File: config.mk
export PLATFORM = sky130hd
export DESIGN_NAME = apb_master
export DESIGN_NICKNAME = d
export VERILOG_FILES = /design/src/rtl/apb_pkg.sv /design/src/rtl/apb_wait_timer.sv /design/src/rtl/apb_master.sv
export SDC_FILE = /design/constraint.sdc
export NUM_CORES = 1
export LEC_CHECK = 0
export CAP_MARGIN = 0
export CORE_MARGIN = 1
export CORE_UTILIZATION = 44
export DETAILED_ROUTE_END_ITERATION = 10
export PLACE_DENSITY_LB_ADDON = 0.12
export RECOVER_POWER = 50
export SLEW_MARGIN = 20
export SYNTH_ARGS = -nofsm -noshare
export SYNTH_HDL_FRONTEND = slang
export SYNTH_SLANG_ARGS = --single-unit
File: constraint.sdc
create_clock -name PCLK -period 2.6 [get_ports PCLK]
set_input_delay 0.39 -clock PCLK [delete_from_list [all_inputs] [get_ports PCLK]]
set_output_delay 0.39 -clock PCLK [all_outputs]
set_load 0.005 [all_outputs]
File: src/rtl/apb_pkg.sv
// Shared types and default widths for the APB requester and its helpers.
package apb_pkg;

    typedef enum logic [1:0] {
        APB_IDLE   = 2'd0,
        APB_SETUP  = 2'd1,
        APB_ACCESS = 2'd2
    } apb_state_t;

    localparam int unsigned APB_ADDR_W = 32;
    localparam int unsigned APB_DATA_W = 32;

endpackage

File: src/rtl/apb_wait_timer.sv
// Saturating wait-cycle counter with synchronous clear; expired once LIMIT counts are reached.
module apb_wait_timer #(
    parameter int unsigned LIMIT = 16
) (
    input  logic clk,
    input  logic rst_n,
    input  logic clr,
    input  logic en,
    output logic expired
);

    localparam int unsigned CNT_W = $clog2(LIMIT + 1);

    logic [CNT_W-1:0] count_q;
    logic [CNT_W-1:0] count_d;

    assign expired = (count_q >= CNT_W'(LIMIT));

    always_comb begin
        count_d = count_q;
        if (clr) begin
            count_d = '0;
        end else if (en && !expired) begin
            count_d = count_q + 1'b1;
        end
    end

    always_ff @(posedge clk or negedge rst_n) begin
        if (!rst_n) begin
            count_q <= '0;
        end else begin
            count_q <= count_d;
        end
    end

endmodule

File: src/rtl/apb_master.sv
// APB requester: single commands from a valid/ready port run as SETUP/ACCESS transfers.
// Optional ACCESS timeout abort is built when APB_MASTER_TIMEOUT_EN is defined.
module apb_master
    import apb_pkg::*;
#(
    parameter int unsigned ADDR_W      = APB_ADDR_W,
    parameter int unsigned DATA_W      = APB_DATA_W,
    parameter int unsigned TIMEOUT_CYC = 16
) (
    input  logic              PCLK,
    input  logic              PRESET,
    input  logic              cmd_valid,
    output logic              cmd_ready,
    input  logic              cmd_write,
    input  logic [ADDR_W-1:0] cmd_addr,
    input  logic [DATA_W-1:0] cmd_wdata,
    output logic              rsp_valid,
    output logic [DATA_W-1:0] rsp_rdata,
    output logic              rsp_err,
    output logic              PSEL,
    output logic              PENABLE,
    output logic              PWRITE,
    output logic [ADDR_W-1:0] PRWADDR,
    output logic [DATA_W-1:0] PRWDATA,
    input  logic [DATA_W-1:0] PRDATA1,
    input  logic              PREADY
);

    apb_state_t        state_q, state_d;
    logic              cmd_ready_q, cmd_ready_d;
    logic              psel_q, psel_d;
    logic              penable_q, penable_d;
    logic              pwrite_q, pwrite_d;
    logic [ADDR_W-1:0] paddr_q, paddr_d;
    logic [DATA_W-1:0] pwdata_q, pwdata_d;
    logic              rsp_valid_q, rsp_valid_d;
    logic [DATA_W-1:0] rsp_rdata_q, rsp_rdata_d;

`ifdef APB_MASTER_TIMEOUT_EN
    logic rsp_err_q, rsp_err_d;
    logic timer_clr;
    logic timer_en;
    logic timer_expired;

    apb_wait_timer #(
        .LIMIT (TIMEOUT_CYC)
    ) u_wait_timer (
        .clk     (PCLK),
        .rst_n   (PRESET),
        .clr     (timer_clr),
        .en      (timer_en),
        .expired (timer_expired)
    );

    assign rsp_err = rsp_err_q;
`else
    logic unused_timeout_cfg;
    assign unused_timeout_cfg = (TIMEOUT_CYC != 0);
    assign rsp_err = 1'b0;
`endif

    always_comb begin
        state_d     = state_q;
        cmd_ready_d = cmd_ready_q;
        psel_d      = psel_q;
        penable_d   = penable_q;
        pwrite_d    = pwrite_q;
        paddr_d     = paddr_q;
        pwdata_d    = pwdata_q;
        rsp_valid_d = 1'b0;
        rsp_rdata_d = rsp_rdata_q;
`ifdef APB_MASTER_TIMEOUT_EN
        rsp_err_d   = 1'b0;
        timer_clr   = 1'b0;
        timer_en    = 1'b0;
`endif

        unique case (state_q)
            APB_IDLE: begin
                cmd_ready_d = 1'b1;
                psel_d      = 1'b0;
                penable_d   = 1'b0;
                if (cmd_valid && cmd_ready_q) begin
                    pwrite_d    = cmd_write;
                    paddr_d     = cmd_addr;
                    pwdata_d    = cmd_wdata;
                    cmd_ready_d = 1'b0;
                    psel_d      = 1'b1;
                    state_d     = APB_SETUP;
`ifdef APB_MASTER_TIMEOUT_EN
                    timer_clr   = 1'b1;
`endif
                end
            end

            APB_SETUP: begin
                psel_d    = 1'b1;
                penable_d = 1'b1;
                state_d   = APB_ACCESS;
            end

            APB_ACCESS: begin
                // A ready slave always wins over a timeout landing on the same edge.
                if (PREADY) begin
                    rsp_valid_d = 1'b1;
                    rsp_rdata_d = pwrite_q ? '0 : PRDATA1;
                    cmd_ready_d = 1'b1;
                    psel_d      = 1'b0;
                    penable_d   = 1'b0;
                    state_d     = APB_IDLE;
`ifdef APB_MASTER_TIMEOUT_EN
                end else if (timer_expired) begin
                    rsp_valid_d = 1'b1;
                    rsp_err_d   = 1'b1;
                    rsp_rdata_d = '0;
                    cmd_ready_d = 1'b1;
                    psel_d      = 1'b0;
                    penable_d   = 1'b0;
                    state_d     = APB_IDLE;
                end else begin
                    timer_en = 1'b1;
`endif
                end
            end

            default: begin
                state_d     = APB_IDLE;
                cmd_ready_d = 1'b1;
                psel_d      = 1'b0;
                penable_d   = 1'b0;
            end
        endcase
    end

    always_ff @(posedge PCLK or negedge PRESET) begin
        if (!PRESET) begin
            state_q     <= APB_IDLE;
            cmd_ready_q <= 1'b1;
            psel_q      <= 1'b0;
            penable_q   <= 1'b0;
            pwrite_q    <= 1'b0;
            paddr_q     <= '0;
            pwdata_q    <= '0;
            rsp_valid_q <= 1'b0;
            rsp_rdata_q <= '0;
`ifdef APB_MASTER_TIMEOUT_EN
            rsp_err_q   <= 1'b0;
`endif
        end else begin
            state_q     <= state_d;
            cmd_ready_q <= cmd_ready_d;
            psel_q      <= psel_d;
            penable_q   <= penable_d;
            pwrite_q    <= pwrite_d;
            paddr_q     <= paddr_d;
            pwdata_q    <= pwdata_d;
            rsp_valid_q <= rsp_valid_d;
            rsp_rdata_q <= rsp_rdata_d;
`ifdef APB_MASTER_TIMEOUT_EN
            rsp_err_q   <= rsp_err_d;
`endif
        end
    end

    assign cmd_ready = cmd_ready_q;
    assign PSEL      = psel_q;
    assign PENABLE   = penable_q;
    assign PWRITE    = pwrite_q;
    assign PRWADDR   = paddr_q;
    assign PRWDATA   = pwdata_q;
    assign rsp_valid = rsp_valid_q;
    assign rsp_rdata = rsp_rdata_q;

endmodule

# Yosys cells after proc, flatten, opt, wreduce, memory -nomap -nowiden

Index checks and enable logic that the tools add are counted.

Latch bits: 0
Input port bits: 101
Memories kept: 0
ROM bits: 0
Bits in registers: 103
Memory bits (writable): 0

$mul: 0
Div/mod/pow operators: 0
Add/subtract/negate cells: 0
Reductions and logical operators: 6
Bitwise operators: 1
Shift operators: 0
Muxes and demuxes: 13
Eq/ne operators: 4
Order comparisons: 0

Operators by type and width:

| cell                                           | count |
|---|---|
| 2-to-1 mux 32 bit                              | 1 |
| AND reduction 2 bit                            | 4 |
| 2-to-1 mux 1 bit                               | 6 |
| one-hot mux 1 bit (3 select lines)             | 2 |
| one-hot mux 2 bit (3 select lines)             | 1 |
| 2-to-1 mux 2 bit                               | 2 |
| inequality test 2 bit (second input constant)  | 2 |
| == test 2 x 1 -> 1 bit (second input constant) | 1 |
| == test 2 bit (second input constant)          | 1 |
| zero test 2 bit                                | 1 |
| one-hot mux 1 bit (2 select lines)             | 1 |
| logical AND 1 bit                              | 1 |
| NOT 1 bit                                      | 1 |

# Logic depth before layout (Yosys ltp)

Gate-level depths: netlist (run 1).

Word-level depth: 3
Depth in mapped cells: 4
Mapped depth without buffers: 2

# Worst setup path before layout (run 1)

OpenSTA, ideal clock, no wires.

Kind: register to register
Start point: register cmd_ready_q, in the netlist cmd_ready
End point: register pwdata_q[10], in the netlist PRWDATA[10]
Library setup time: 125 ps
Arrival: 1,407 ps
Stages on the path, launching flop included: 5
Path slack: 1,068 ps
Clock period less this slack: 1,532 ps
Data required time: 2,475 ps
Cells stage by stage: dfstp_2 > and4bb_4 > buf_6 > buf_6 > mux2_4

Word-level cells in the longest chain between the ends: 2

Ends and longest elaborated chain:

| element                       | RTL line          | text |
|---|---|---|
| from (decl)                   | apb_master.sv:30  | `logic cmd_ready_q, cmd_ready_d;` |
| from (signal assigned)        | apb_master.sv:151 | `cmd_ready_q <= cmd_ready_d;` |
| logical AND 1 bit             | apb_master.sv:83  | `if (cmd_valid && cmd_ready_q) begin` |
| AND reduction 2 bit (no line) | --                |  |
| to (signal assigned)          | apb_master.sv:156 | `pwdata_q <= pwdata_d;` |
| to (decl)                     | apb_master.sv:35  | `logic [DATA_W-1:0] pwdata_q, pwdata_d;` |

Every way passes these cells.
A chain may end at the register's enable or synchronous reset.

# Worst setup path after layout (run 1)

Start point: register cmd_ready_q, in the netlist cmd_ready
End point: register paddr_q[11], in the netlist PRWADDR[11]

Word-level cells in the longest chain between the ends: 2

Ends and longest elaborated chain:

| element                       | RTL line          | text |
|---|---|---|
| logical AND 1 bit             | apb_master.sv:83  |  |
| AND reduction 2 bit (no line) | --                |  |
| to (signal assigned)          | apb_master.sv:155 | `paddr_q <= paddr_d;` |
| to (decl)                     | apb_master.sv:34  | `logic [ADDR_W-1:0] paddr_q, paddr_d;` |

Every way passes these cells.

==> metrics.md, run 1 <==
| Metric | Value |
|---|---|
| Clk sinks | 103 |
| First-pass GRT wire length | 14.99 mm |
| Unrepaired setup endpoints after global routing | no |
| Total congestion overflow | 0 |
| Post-DR wirelength/cell | 15.98 um |
| Design area | 6486 um2 |
| Clock slew at reported path FFs | 0.09 ns |
| Hold slack | 0.4115 ns |
| Vias | 2783 |
| Critical Path Fanout Max | 19 |
| Remaining antenna violation count | 0 |
| 1st-iter DRT viols | 80 |
| Crit start category | register |
| Die footprint | 9961 um2 |
| Synth warn | 0 |
| Syn nets | 362 |
| Post-cts hold buffer count | 0 |
| Setup CP Type | reg2reg |
| RD Place Congestion | 0.7547 |
| Post-cts resize count | 0 |
| FILL cells | 680 |
| Port Buffers | 201 |
| Worst Setup SP | cmd_ready |
| # DRC | 0 |
| Worst Path Arrival | 2.31 ns |
| 1st-pass router iterations | 3 |
| CTS H-Tree Depth | 3 |
| Status | complete, no violations |
| All-Layer GR Usage | 19.78% |
| Pin count of the biggest net entering global routing | 104 |
| Mapped Cells | 261 |
| Max VDD drop | 0.0006008 V |
| Root Buffer | clkbuf_8 |
| Setup TNS | 0 ns |
| WL final | 9.523 mm |
| Post-DR vias/cell | 4.669 |
| Ratio of cells with drive above 1 in the final layout | 25.27% |
| CTS tree | done |
| Transition time of the tightest slew-check pin | 1.388 ns |
| CP Capture Type | register |
| Syn Area/Cell | 16.13 um2 |
| Period Utilization, post-route | 79.27% |
| Flops & latches, synth | 103 |
| Layout Nets | 564 |
| Maxcap violations | 0 |
| Die Ht | 99.81 um |
| Antenna diodes | 0 |
| Die width | 99.81 um |
| I/O Pins | 203 |
| Clock Path Buffers | 2 |
| Sequential share of the synthesized area | 61.27% |
| Final setup viols | 0 |
| Post-DP Area | 6319 um2 |
| Reg2Reg Launch Point | cmd_ready |
| Post-CTS Setup Repair Bufs | 0 |
| Pwr Density | 1080 nW/um2 |
| Yosys cell types | 23 |
| Worst slew margin | 7.482% |
| Total CTS buffers | 9 |
| Mapped Area | 4209 um2 |
| Row cnt | 35 |
| HP Class | in2async |
| Dpl hpwl | 6.777 mm |
| Syn-to-layout area delta | 54.10% |
| Worst reg-to-reg path cell count | 3 |
| Leak pwr | 2.782 nW |
| F_max | 485.2 MHz |
| Max-slew violations | 0 |
| Core area | 9240 um2 |
| Clock latency on the worst-skew pair | 0.36 ns |
| Req. time, crit path | 2.85 ns |
| Starting Density | 45.55% |
| Vias in the first global route | 2939 |
| Final min period | 2.061 ns |
| Final Hold Fails | 0 |
| Clock Skew | 0.009867 ns |
| Initial antenna violation count | 0 |
==> registers in the layout, indices dropped and copies added, names as in the netlist <==
name       count
PENABLE        1
PRWADDR       32
PRWDATA       32
PSEL           1
PWRITE         1
cmd_ready      1
rsp_rdata     32
rsp_valid      1
state_q        2
==> power breakdown <==
part | switching (mW) | total, mW | internal (mW)
logic | 1.01 | 3.26 | 2.24
registers | 0.399 | 2.76 | 2.36
clock network | 0.537 | 0.980 | 0.443
==> worst max-delay path, stage by stage, from the launching register on <==
cell      delay, ns
dfstp_2        0.58
and4bb_1       0.61
buf_4          0.39
mux2_2         0.37
==> layout by cell type, fill, tap and decap left out, types with 2 or more instances in the layout <==
cell type	n
dfrtp_1	102
clkinvlp_4	2
buf_4	2
clkdlybuf4s50_1	166
dlygate4sd3_1	34
clkbuf_8	9
mux2_4	30
nor2b_1	32
clkbuf_4	2
mux2_2	67
o21ai_0	2
==> per-stage QoR <==
step	utilization [%]	worst slack [ns]	cells	power (mW)
6_report	70.20	0.5390	596	7.003
5_1_grt	70.20	0.3711	596	7.424
2_1_floorplan	-	1.068	261	4.265
4_1_cts	70.40	0.7360	596	7.187
3_5_place_dp	68.38	0.4573	581	6.185
3_3_place_gp	68.38	0.5281	581	6.088
==> final timing paths <==
check / end / slack [ns]
max reg2reg: PRWADDR[11] / 0.54
min reg2reg: rsp_rdata[5] / 0.51
min: rsp_rdata[3] / 0.41
min in group PCLK: rsp_rdata[5] / 0.51
max: PRWADDR[11] / 0.54
max in group asynchronous: PRWADDR[8] / 1.25
==> logic make-up (layout without fill, tap and decap cells) <==
| family | Yosys count | after routing | synth area share (%) |
|---|---|---|---|
| buffers and inverters | 16 | 222 | 3.032 |
| muxes | 97 | 97 | 28.63 |
| and+or+nand+nor | 40 | 40 | 6.451 |
| AOI/OAI and AO/OA | 4 | 4 | 0.5350 |
| DFF | 103 | 103 | 61.27 |
| other | 1 | 1 | 0.08909 |
==> cells in the mapped netlist, drive strengths merged <==
library cell	n	share of area, %
a21oi	1	0.12
and3b	1	0.21
and4bb	1	0.39
buf	12	2.7
clkbuf	3	0.27
conb	1	0.089
dfrtp	102	61
dfstp	1	0.62
inv	1	0.089
mux2	97	29
nand2b	1	0.15
nand4bb	1	0.27
nor2b	32	4.8
nor3	1	0.12
nor3b	1	0.18
nor4b	1	0.21
o21ai	2	0.24
o31ai	1	0.18
or2b	1	0.18
==> routing by layer <==
| layer | routed length [um] | part of all wire [%] | global-route usage (%) |
|---|---|---|---|
| met5 | 0 | 0 | 0 |
| met4 | 290 | 3.0 | 10.07 |
| met3 | 743 | 7.8 | 5.780 |
| met2 | 4647 | 49 | 31.41 |
| met1 | 3842 | 40 | 24.73 |
==> area by class of cell <==
class / instances / area (um2) / area share [%]
flip-flops and latches: 103 / 2579 / 39.76
clock buffers: 10 / 127.6 / 1.968
inverters: 1 / 3.754 / 0.05787
well taps: 129 / 161.4 / 2.488
multi-input cells: 142 / 1499 / 23.11
clock inverters: 5 / 58.81 / 0.9066
repair buffers: 206 / 2057 / 31.71
Power figures use the tool's default switching activity.
==> run 2: changes to the inputs <==
--- a/config.mk
+++ b/config.mk
@@ -7,7 +7,7 @@
 export LEC_CHECK = 0
 export CAP_MARGIN = 0
 export CORE_MARGIN = 1
-export CORE_UTILIZATION = 44
+export CORE_UTILIZATION = 37
 export DETAILED_ROUTE_END_ITERATION = 10
 export PLACE_DENSITY_LB_ADDON = 0.12
 export RECOVER_POWER = 50
==> constraint.sdc (replaced) <==
create_clock -name PCLK -period 1.82 [get_ports PCLK]
set_input_delay 0.273 -clock PCLK [delete_from_list [all_inputs] [get_ports PCLK]]
set_output_delay 0.273 -clock PCLK [all_outputs]
set_load 0.005 [all_outputs]
==> run 2 against run 1 <==
Net effect:
- sequential share of layout area down 1.3 points
- final area up 3.5%
- critical path depth down 2
- critical endpoint is now cmd_ready
- die area up 19%
- sequential power up 43%
- largest power group unchanged
- power up 52%
- core utilization down 9.1 points
- critical path type is now reg2out
- cell count up 2.9%
- clock power up 98%
==> metrics.md, run 2 (synthesis gave the netlist of run 1 again) <==
| Metric | Value |
|---|---|
| CTS tree | done |
| Post-DR vias/cell | 4.577 (-2.0%) |
| DP Worst Slack | 0.02496 ns (-0.4324 ns) |
| Max VDD drop | 0.0009230 V (+54%) |
| Final min period | 1.702 ns |
| # DRC | 0 (unchanged) |
| R2r setup slk | 0.13 ns (-0.41 ns) |
| Clock slew at reported path FFs | 0.07 ns (-0.02 ns) |
| Dpl hpwl | 7.113 mm (+5.0%) |
| RD Place Congestion | 0.6963 (-7.7%) |
| Die footprint | 11810 um2 (+19%) |
| Leak pwr | 2.871 nW (+3.2%) |
| Critical Path Fanout Max | 5 (-14) |
| Post-CTS Setup Repair Bufs | 0 (unchanged) |
| CP Capture Type | output port |
| Period Utilization, post-route | 93.51% |
| Max-slew violations | 0 (unchanged) |
| Setup TNS | 0 ns (unchanged) |
| Commonest non-fill, non-tap cells in the layout | 167 x clkdlybuf4s50_1, 102 x dfrtp_1, 67 x mux2_2, 34 x dlygate4sd3_1, 32 x nor2b_1 |
| Pin count of the biggest net entering global routing | 57 (-45%) |
| Worst Path Arrival | 1.43 ns (-0.88 ns) |
| Reg2Reg Launch Point | cmd_ready |
| Bufs and invs on worst path | 1 (unchanged) |
| Instance count on the critical path | 1 (-2) |
| Initial antenna violation count | 0 (unchanged) |
| Most common cell after layout, fill and taps aside | clkdlybuf4s50_1 |
| R2r endpoint | PRWADDR[19] |
| Clk sinks | 103 (unchanged) |
| WL final | 9.646 mm (+1.3%) |
| Worst reg-to-reg path cell count | 3 (unchanged) |
| Crit start category | register |
| Final Worst Setup Slack | 0.1181 ns (-0.4209 ns) |
| Clock Path Buffers | 2 (unchanged) |
| Core area | 10980 um2 (+19%) |
| Row cnt | 38 (+8.6%) |
| Final Hold Fails | 0 (unchanged) |
| Transition time of the tightest slew-check pin | 0.9268 ns (-0.4609 ns) |
| CP endpoint | cmd_ready |
| Clock Skew | 0.007399 ns (-0.002468 ns) |
| Die Ht | 108.7 um (+8.9%) |
| Post-cts hold buffer count | 1 (+1) |
| Total CTS buffers | 9 (unchanged) |
| 1st-pass router iterations | 4 (+1) |
| Root Buffer | clkbuf_16 |
| Vias | 2806 (+0.83%) |
| Worst Setup SP | cmd_ready |
| Status | complete, no violations |
| Syn-to-layout area delta | 59.45% |
| Vias in the first global route | 2955 (+0.54%) |
| Setup CP Type | reg2out |
| Maxcap violations | 0 (unchanged) |
| Unrepaired setup endpoints after global routing | no |
| Clock latency on the worst-skew pair | 0.34 ns (-0.02 ns) |
| Remaining antenna violation count | 0 (unchanged) |
| HP Class | reg2reg |
| CTS H-Tree Depth | 3 (unchanged) |
| Post-DR wirelength/cell | 15.74 um (-1.5%) |
| Port Buffers | 201 (unchanged) |
| Post-cts resize count | 0 (unchanged) |
| Die width | 108.7 um (+8.9%) |
| 1st-iter DRT viols | 74 (-7.5%) |
| Layout Nets | 569 (+0.89%) |
| Starting Density | 38.32% (-7.2 points) |
| Pwr Density | 1584 nW/um2 (+47%) |
| Antenna diodes | 0 (unchanged) |
| CP top delay family | flip-flops |
| Worst slew margin | 38.21% (+31 points) |
| F_max | 587.6 MHz |
| Cell at the slowest stage of the critical path | dfstp_2 |
| Total congestion overflow | 0 (unchanged) |
| Crit-path cells | clkdlybuf4s50_1 |
| All-Layer GR Usage | 16.39% (-3.4 points) |
| Final setup viols | 0 (unchanged) |
| Req. time, crit path | 1.55 ns (-1.30 ns) |
| Ratio of cells with drive above 1 in the final layout | 26.00% (+0.74 points) |
| First-pass GRT wire length | 14.50 mm (-3.3%) |
| I/O Pins | 203 (unchanged) |
| Max incr delay on CP | 0.56 ns (-0.05 ns) |
[run 2: final cells by class]
cell class | count | area (um2)
Clock buffer | 12 | 256.5
Clock inverter | 4 | 53.80
Fill cell | 903 | 4272
Inverter | 1 | 3.754
Multi-Input combinational cell | 142 | 1499
Sequential cell | 103 | 2579
Tap cell | 140 | 175.2
Timing Repair Buffer | 211 | 2145
[run 2: where the power goes]
group	total [mW]	internal (mW)	leakage, nW	switching, mW
Sequential	3.95	3.39	1.25	0.568
Combinational	4.73	3.28	1.48	1.45
Clock	1.94	1.14	0.145	0.801
Total	10.6	7.81	2.87	2.82
[run 2: how the worst min path moves through the flow]
stage	start	to	slack, ns	cells after the start
after floorplan	PRESET	PENABLE	-0.02	0
after global placement	PRESET	rsp_rdata[10]	0.26	1
after detailed placement	PRESET	rsp_rdata[10]	0.27	1
after CTS	PRESET	rsp_rdata[8]	0.46	2
after global routing	PRWADDR[20]	PRWADDR[20]	0.52	1
final	rsp_rdata[13]	rsp_rdata[13]	0.50	1
[run 2: metrics by stage]
stage	instances	total power, mW	area [um2]	utilization, %	hold slack (ns)
CTS	613	10.97	6720	61.19	0.4598
global placement	596	8.825	6400	58.27	0.2626
global route	613	11.29	6711	61.11	0.5153
detailed placement	596	8.947	6400	58.27	0.2673
finish	613	10.63	6711	61.11	0.4994
floorplan	261	6.093	4209	-	-0.02259
[run 2: metal layers]
layer  vias to the layer above  part of all wire, %  GRT usage [%]
met5                         -                    0              0
met4                         0                  1.6          6.178
met3                        12                  8.4          6.157
met2                       110                   50          27.67
met1                      1370                   40          18.89
li1                       1314                    -              -
==> run 3: changes to the inputs <==
--- a/config.mk
+++ b/config.mk
@@ -7,7 +7,7 @@
 export LEC_CHECK = 0
 export CAP_MARGIN = 0
 export CORE_MARGIN = 1
-export CORE_UTILIZATION = 37
+export CORE_UTILIZATION = 41
 export DETAILED_ROUTE_END_ITERATION = 10
 export PLACE_DENSITY_LB_ADDON = 0.12
 export RECOVER_POWER = 50
==> constraint.sdc (replaced) <==
create_clock -name PCLK -period 1.72 [get_ports PCLK]
set_input_delay 0.258 -clock PCLK [delete_from_list [all_inputs] [get_ports PCLK]]
set_output_delay 0.258 -clock PCLK [all_outputs]
set_load 0.005 [all_outputs]
==> run 3 against run 2 <==
Net effect:
- final area down 2.3%
- clock skew up 0.0067 ns
- power down 0.47%
- critical path depth grew 2
- register-to-register slack barely moved
- worst hold slack lost 0.028 ns
- sequential cell count did not move
- sequential share of layout area up 0.91 points
==> metrics.md, run 3 (synthesis gave the netlist of run 1 again) <==
| Metric | Value |
|---|---|
| RD Place Congestion | 0.7525 (+8.1%) |
| Post-DR wirelength/cell | 15.20 um (-3.4%) |
| Dpl cells | 591 (-0.84%) |
| Design area | 6556 um2 (-2.3%) |
| Crit start category | register |
| Maxcap violations | 0 (unchanged) |
| Hold slack | 0.4718 ns (-0.02764 ns) |
| Clock slew at reported path FFs | 0.10 ns (+0.03 ns) |
| Non-filler cells, final | 608 (-0.82%) |
| CP endpoint | PRWADDR[18] |
| Setup TNS | 0 ns (unchanged) |
| Pwr Density | 1614 nW/um2 (+1.9%) |
| Root Buffer | clkbuf_8 |
| Leak pwr | 2.761 nW (-3.8%) |
| Vias | 2831 (+0.89%) |
| F_max | 632.4 MHz |
| Post-CTS Setup Repair Bufs | 0 (unchanged) |
| Most common cell after layout, fill and taps aside | clkdlybuf4s50_1 |
| Clock Path Buffers | 2 (unchanged) |
| I/O Pins | 203 (unchanged) |
| Port Buffers | 201 (unchanged) |
| Setup CP Type | reg2reg |
| HP Class | in2async |
| Ratio of cells with drive above 1 in the final layout | 24.63% (-1.4 points) |
| Post-DR vias/cell | 4.656 (+1.7%) |
| Post-DP Area | 6406 um2 (about the same) |
| Worst Path Arrival | 1.83 ns (+0.40 ns) |
| All-Layer GR Usage | 17.48% (+1.1 points) |
| Worst Setup SP | cmd_ready |
| Die Ht | 103.3 um (-4.9%) |
| Layout Utilization | 66.46% (+5.4 points) |
| Clock Skew | 0.01412 ns (+0.006718 ns) |
| DP Worst Slack | -0.05030 ns (-0.07526 ns) |
| Unrepaired setup endpoints after global routing | no |
| WL final | 9.239 mm (-4.2%) |
| Row cnt | 36 (-5.3%) |
| Initial antenna violation count | 0 (unchanged) |
| Vias in the first global route | 2885 (-2.4%) |
| Final Worst Setup Slack | 0.1387 ns (+0.02060 ns) |
| Syn-to-layout area delta | 55.77% |
| Clk sinks | 103 (unchanged) |
| Period Utilization, post-route | 91.94% |
| Core area | 9864 um2 (-10%) |
| Reg2Reg Launch Point | cmd_ready |
| Die width | 103.3 um (-4.9%) |
| Status | complete, no violations |
| Max-slew violations | 0 (unchanged) |
| Worst slew margin | 49.62% (+11 points) |
| Final Hold Fails | 0 (unchanged) |
| Total congestion overflow | 0 (unchanged) |
| CP Capture Type | register |
| First-pass GRT wire length | 14.12 mm (-2.6%) |
| Commonest non-fill, non-tap cells in the layout | 194 x clkdlybuf4s50_1, 102 x dfrtp_1, 67 x mux2_2, 32 x nor2b_1, 25 x mux2_4 |
| Layout Nets | 571 (+0.35%) |
| Remaining antenna violation count | 0 (unchanged) |
| R2r endpoint | PRWADDR[18] |
| Critical Path Fanout Max | 24 (+19) |
| Pin count of the biggest net entering global routing | 55 (-3.5%) |
| CTS tree | done |
| Total CTS buffers | 9 (unchanged) |
| Total power | 10.58 mW (-0.47%) |
| Transition time of the tightest slew-check pin | 0.7556 ns (-0.1712 ns) |
| R2r setup slk | 0.14 ns (about the same) |
| 1st-pass router iterations | 4 (unchanged) |
| 1st-iter DRT viols | 64 (-14%) |
| # DRC | 0 (unchanged) |
| Max VDD drop | 0.0008808 V (-4.6%) |
| Final setup viols | 0 (unchanged) |
| Worst reg-to-reg path cell count | 3 (unchanged) |
| Req. time, crit path | 1.97 ns (+0.42 ns) |
| CTS H-Tree Depth | 3 (unchanged) |
| Clock latency on the worst-skew pair | 0.36 ns (+0.02 ns) |
| Dpl hpwl | 6.743 mm (-5.2%) |
| Die footprint | 10680 um2 (-9.6%) |
| Antenna diodes | 0 (unchanged) |
| Final min period | 1.581 ns |
| Starting Density | 42.67% (+4.3 points) |
run 3: cell types whose count changed in the layout (fill, tap and decap cells not counted), moves of 2 or more:
cell / change
buf_4: +2
clkbuf_1: +3
clkbuf_16: -9
clkbuf_2: -2
clkbuf_8: +8
clkdlybuf4s50_1: +27
dlygate4sd3_1: -28
mux2_1: +5
mux2_4: -5
run 3: power breakdown:
group	switching (mW)	total, mW	leakage (nW)	internal [mW]
Combinational	1.51	5.04	1.43	3.53
Clock	0.809	1.38	0.0788	0.571
Sequential	0.595	4.17	1.25	3.57
Total	2.91	10.6	2.76	7.67
run 3: cell type report:
type                       instances  area [um2]
sequential                       103        2579
clock inverter                     4       31.28
fill                             751        3308
clock buffer                      12       145.1
multi-input combinational        142        1484
inverter                           1       3.754
tap                              133       166.4
timing repair buffer             213        2147
run 3: metal layers:
metal / vias up / part of all wire [%] / GRT usage [%]
met5: - / 0 / 0
met4: 0 / 1.8 / 6.826
met3: 14 / 9.2 / 6.384
met2: 117 / 47 / 28.05
met1: 1388 / 42 / 21.61
li1: 1312 / - / -
run 3: timing repair:
action                                  4_1_cts  5_1_grt
endpoints found under the hold margin         9        0
gates resized for setup                       1        0
endpoints found under the setup margin        1        0
hold buffers                                  1        0
run 3: how the worst min path moves through the flow:
stage | from | to | slack [ns] | cells after the start
final | PRESET | rsp_rdata[4] | 0.47 | 2
after CTS | PRESET | rsp_rdata[4] | 0.27 | 2
after global placement | PRESET | rsp_rdata[4] | 0.12 | 1
after global routing | cmd_wdata[15] | PRWDATA[15] | 0.48 | 2
after floorplan | PRESET | PENABLE | -0.04 | 0
after detailed placement | PRESET | rsp_rdata[4] | 0.12 | 1
run 3: critical path: stages, from the launching register on:
cell and delay [ns]:
dfstp_1 0.58, and4bb_4 0.31, buf_12 0.22, mux2_2 0.35
==> RTL edit 1, RTL diff (config.mk and constraints of run 3) <==
Change the package constant `APB_DATA_W` from 32 to 64.
--- a/src/rtl/apb_pkg.sv
+++ b/src/rtl/apb_pkg.sv
@@ -10,3 +10,3 @@
     localparam int unsigned APB_ADDR_W = 32;
-    localparam int unsigned APB_DATA_W = 32;
+    localparam int unsigned APB_DATA_W = 64;
 
Ports: changed (resized PRDATA1, PRWDATA, cmd_wdata and rsp_rdata); port bits go from 203 to 331. The function was not compared with the original's and may differ.
==> RTL edit 1 against run 3 <==
Non-clock buffer count up 135; global-route usage increased by 3.9 points; core utilization increased by 1.9 points; area after synthesis increased by 58%; final area is 66% higher; critical path depth is the same; routed wire length rose by 92%; synthesized cell count up 66%; power grew 76%; sequential cell count is 64 higher; setup slack worse by 82 ps; critical path type unchanged.
==> RTL edit 1: results (changes against run 3) <==
- Status: finished clean
- Placed Cells: 969 (+64%)
- DP Worst Slack: -184 ps (-133 ps)
- Gpl congestion: 0.745 (-1.0%)
- Clock Skews: 7.57 ps (-6.55 ps)
- Switching Share: 27.2% (-0.32 points)
- WL met1: 6.21 mm (+61%)
- CTS Root Cell: clkbuf_16
- Post-CTS resize count: 1 (unchanged)
- Int Pwr: 13.5 mW (+76%)
- Register area share after synthesis: 62.7% (+1.5 points)
- CP max-delay cell: dfrtp_2
- M3 GR Usage: 9.45% (+3.1 points)
- Reg clk slew, reported paths: 60 ps (-40 ps)
- Final hold slack: 437 ps (-34.3 ps)
- Post-synth ARST share: 100% (unchanged)
- LEAKAGE: 4.52 nW (+64%)
- Post-synthesis mux area share: 27.2% (-1.4 points)
- Global-route wire length before repair: 26.7 mm (+89%)
- Fin nets: 938 (+64%)
- CP max stage delay: 460 ps (-120 ps)
- VDD IR-drop max: 930 uV (+5.6%)
- Share of layout cells above drive strength 1: 25.6% (+1.0 points)
- Post-Syn Area per Cell: 15.4 sq um (-4.3%)
- Final WL: 17.7 mm (+92%)
- DR WL/cell: 17.7 microns (+17%)
- Ant diodes: 0 (unchanged)
- Compound-Gate Fraction of Synth Area: 0.338% (-0.20 points)
- Via count: 4665 (+65%)
- Post-DP Area: 10300 sq um (+60%)
- Largest net degree at the start of global routing: 55 (unchanged)
- Comb power: 7.99 mW (+59%)
- Reg-to-reg slack, setup: 60 ps (-80 ps)
- H-tree Lvls: 4 (+1)
- Most instantiated cells after synthesis: 166 x dfrtp_1, 151 x mux2_2, 64 x nor2b_1, 15 x buf_4, 10 x mux2_1
- Yosys synthesis warning count: 0 (unchanged)
- Vias in the first global route: 5044 (+75%)
- Critical path's top delay family: flip-flops
- Ys flop type: dfrtp_1
- Num CTS Buffers: 17 (+8)
- Synth area leaders: dfrtp_1 62%, mux2_2 26%, nor2b_1 6.0%
- All-layer global routing usage: 21.4% (+3.9 points)
- Minimum clock period: 1660 ps (+82.2 ps)
- Remaining DRCs: 0 (unchanged)
- Met2 GRT Util: 37.8% (+9.8 points)
- Max FO, Critical Path: 29 (+21%)
- Clk network pwr share: 20.5% (+7.5 points)
- Initial antenna violation count: 0 (unchanged)
- Mapped Nets: 597 (+65%)
- Initial DRC count: 148 (+130%)
- Met3 routed WL: 1.86 mm (+120%)
- Worst Tran Pin Value: 940 ps (+184 ps)
- Worst EP arrival: 1960 ps (+130 ps)
- Hold WC Path Type: input port to register
- Post-DP HPWL: 13.3 mm (+97%)
- Port Buffer Count: 329 (+64%)
- Met2 Wirelength: 9.25 mm (+110%)
- Met1 GRT Util: 22.0% (+0.35 points)
- Synth unique cells: 22 (-4.3%)
- Clk Latency, worst-skew pair: 420 ps (+60 ps)
-- RTL edit 1: changes by cell type after synthesis, moves of 3 or more --
cell      change
mux2_2       +84
buf_4        +12
dfrtp_1      +64
mux2_1       +10
clkbuf_1      +3
nor2b_1      +32
mux2_4       -30
buf_6         -3
-- RTL edit 1: final timing paths --
check,start,cells after the start,endpoint
min reg2reg,PRWDATA[60],1,PRWDATA[60]
max,state_q[0],3,PRWDATA[33]
min in group asynchronous,PRESET,2,rsp_rdata[53]
min,cmd_addr[4],2,PRWADDR[4]
max in group asynchronous,PRESET,3,cmd_ready
max reg2reg,state_q[0],3,PRWDATA[33]
-- RTL edit 1: area by class of cell --
| type | instances | area (sq um) |
|---|---|---|
| Clock buffer | 22 | 464 |
| Clock inverter | 8 | 124 |
| Fill cell | 1178 | 5030 |
| Inverter | 1 | 3.75 |
| Multi-Input combinational cell | 238 | 2320 |
| Sequential cell | 167 | 4180 |
| Tap cell | 216 | 270 |
| Timing Repair Buffer | 348 | 3490 |
==> RTL edit 2, RTL diff (config.mk and constraints of run 3) <==
Made on the original files. Make the reset (`PRESET`) synchronous in one clocked block.
--- a/src/rtl/apb_master.sv
+++ b/src/rtl/apb_master.sv
@@ -134,3 +134,3 @@
 
-    always_ff @(posedge PCLK or negedge PRESET) begin
+    always_ff @(posedge PCLK) begin
         if (!PRESET) begin
Check against the original RTL: differs if PRESET is asserted again (counterexample within 4 cycles, from zero or initial values and one cycle with PRESET low); with PRESET held inactive, the same outputs for 10 cycles.
==> RTL edit 2 against run 3 <==
Synthesized cell count grew 45%; count of clock-buffer cells in the layout unchanged; sequential cell count unchanged; routed wire length up 7.0%; final area fell by 8.2%; die area is 7.9% lower; setup slack got worse by 16 ps; area after synthesis down 8.1%; highest routed layer unchanged.
Power is not compared: it rests on default switching activity, and its combinational part moved more than twofold at a synthesized area within 25%.
==> RTL edit 2: results (changes against run 3) <==
- Status: finished clean
- Post-DP HPWL: 7.02 mm (+4.1%)
- Worst EP arrival: 1340 ps (-490 ps)
- DR vias/cell: 4.89 (+4.9%)
- Compound-Gate Fraction of Synth Area: 25.1% (+25 points)
- Yosys synthesis warning count: 0 (unchanged)
- Gpl congestion: 0.736 (-2.2%)
- CP max stage delay: 560 ps (-20 ps)
- Port Buffer Count: 201 (unchanged)
- Global-route wire length before repair: 15.9 mm (+13%)
- Clock Skews: 11.8 ps (-2.28 ps)
- Fin nets: 672 (+18%)
- DR WL/cell: 14.4 microns (-5.3%)
- Critical path's top delay family: buffers and inverters
- Initial antenna violation count: 0 (unchanged)
- Vias in the first global route: 3186 (+10%)
- Ys flop type: dfxtp_1
- Synth area leaders: dfxtp_1 53%, nand2_1 13%, a21boi_2 11%
- M3 GR Usage: 6.39% (+0.011 points)
- Largest net degree at the start of global routing: 42 (-24%)
- FF-to-FF End: rsp_rdata[31]
- Maximum clock path buffer count: 2 (unchanged)
- Worst setup path start: cmd_ready
- DP Worst Slack: 27.6 ps (+77.9 ps)
- LEAKAGE: 2.26 nW
- Met2 GRT Util: 32.4% (+4.4 points)
- Clk Latency, worst-skew pair: 360 ps (about the same)
- Post-CTS Setup Bufs: 0 (unchanged)
- Max FO, Critical Path: 5 (-79%)
- CP max-delay cell: clkdlybuf4s50_1
- # setup viols final: 0 (unchanged)
- Reg-to-reg slack, setup: 130 ps
- Met1 GRT Util: 25.9% (+4.3 points)
- Post-Synth XOR/XNOR Area: 0% (unchanged)
- Post-synth ARST share: 0% (-100 points)
- Path depth of the worst reg2reg path: 3 (unchanged)
- Num CTS Buffers: 9 (unchanged)
- Adder-cell share of the synthesized area: 0% (unchanged)
- CTS Root Cell: clkbuf_8
- Hold WC Path Type: input port to register
- Post-CTS resize count: 0 (-1)
- All-layer global routing usage: 20.4% (+2.9 points)
- Register area share after synthesis: 53.3% (-8.0 points)
- Slew HR: 56.5% (+6.8 points)
- Mapped Nets: 479 (+32%)
- First drt pass iteration count: 4 (unchanged)
- Worst R2R Start: state_q[0]
- CP endpoint: cmd_ready
- VDD IR-drop max: ~500 uV
- Most instantiated cells after synthesis: 131 x nand2_1, 103 x dfxtp_1, 38 x a21boi_2, 32 x a22o_1, 25 x a21boi_0
- Synth unique cells: 28 (+22%)
- Fmax: 626 MHz (-1.0%)
- Share of layout cells above drive strength 1: 8.33% (-16 points)
- Reg clk slew, reported paths: 90 ps
- Initial DRC count: 82 (+28%)
- Post-synthesis mux area share: 0% (-29 points)
[RTL edit 2: layer usage]
layer  wire length, microns  part of all wire (%)  vias to the layer above
met5                      0                     0                        -
met3                    720                   7.3                       11
met4                    134                   1.4                        0
met1                   4480                    45                     1578
met2                   4550                    46                      120
li1                       -                     -                     1648
[RTL edit 2: kinds of logic after synthesis]
| group | after synthesis |
|---|---|
| AOI/OAI and AO/OA | 104 |
| buffers and inverters | 30 |
| DFF | 103 |
| other | 1 |
| and+or+nand+nor | 140 |
[RTL edit 2: worst min path at each step]
stage           startpoint  slack [ps]       endpoint
2_1_floorplan  PRDATA1[10]         380  rsp_rdata[10]
3_3_place_gp   PRWADDR[30]         440    PRWADDR[30]
3_5_place_dp    PRWADDR[6]         450     PRWADDR[6]
4_1_cts             PRESET         210    PRWDATA[25]
5_1_grt             PRESET         200    PRWDATA[25]
6_report            PRESET         210    PRWDATA[25]
[RTL edit 2: cell type report]
class,count,area [sq um]
Timing Repair Buffer,210,2140
Tap cell,111,139
Inverter,2,7.51
Multi-Input combinational cell,245,1470
Fill cell,768,3180
Clock buffer,12,145
Sequential cell,103,2060
Clock inverter,4,55.1
[RTL edit 2: through the flow]
stage	hold slack (ps)	instance area, sq um	instances
after detailed placement	450	5920	671
after global routing	205	6020	687
after floorplan	383	3870	378
after global placement	442	5920	671
final	210	6020	687
after CTS	209	6120	687
[RTL edit 2: power groups by stage]
stage | logic (mW) | clock network, mW | registers, mW
finish | 0.905 | 1.54 | 2.59
global route | 0.992 | 1.70 | 2.61
CTS | 0.964 | 1.58 | 2.59
detailed placement | 0.958 | 0 | 2.65
global placement | 0.944 | 0 | 2.64
floorplan | 0.404 | 0 | 2.65
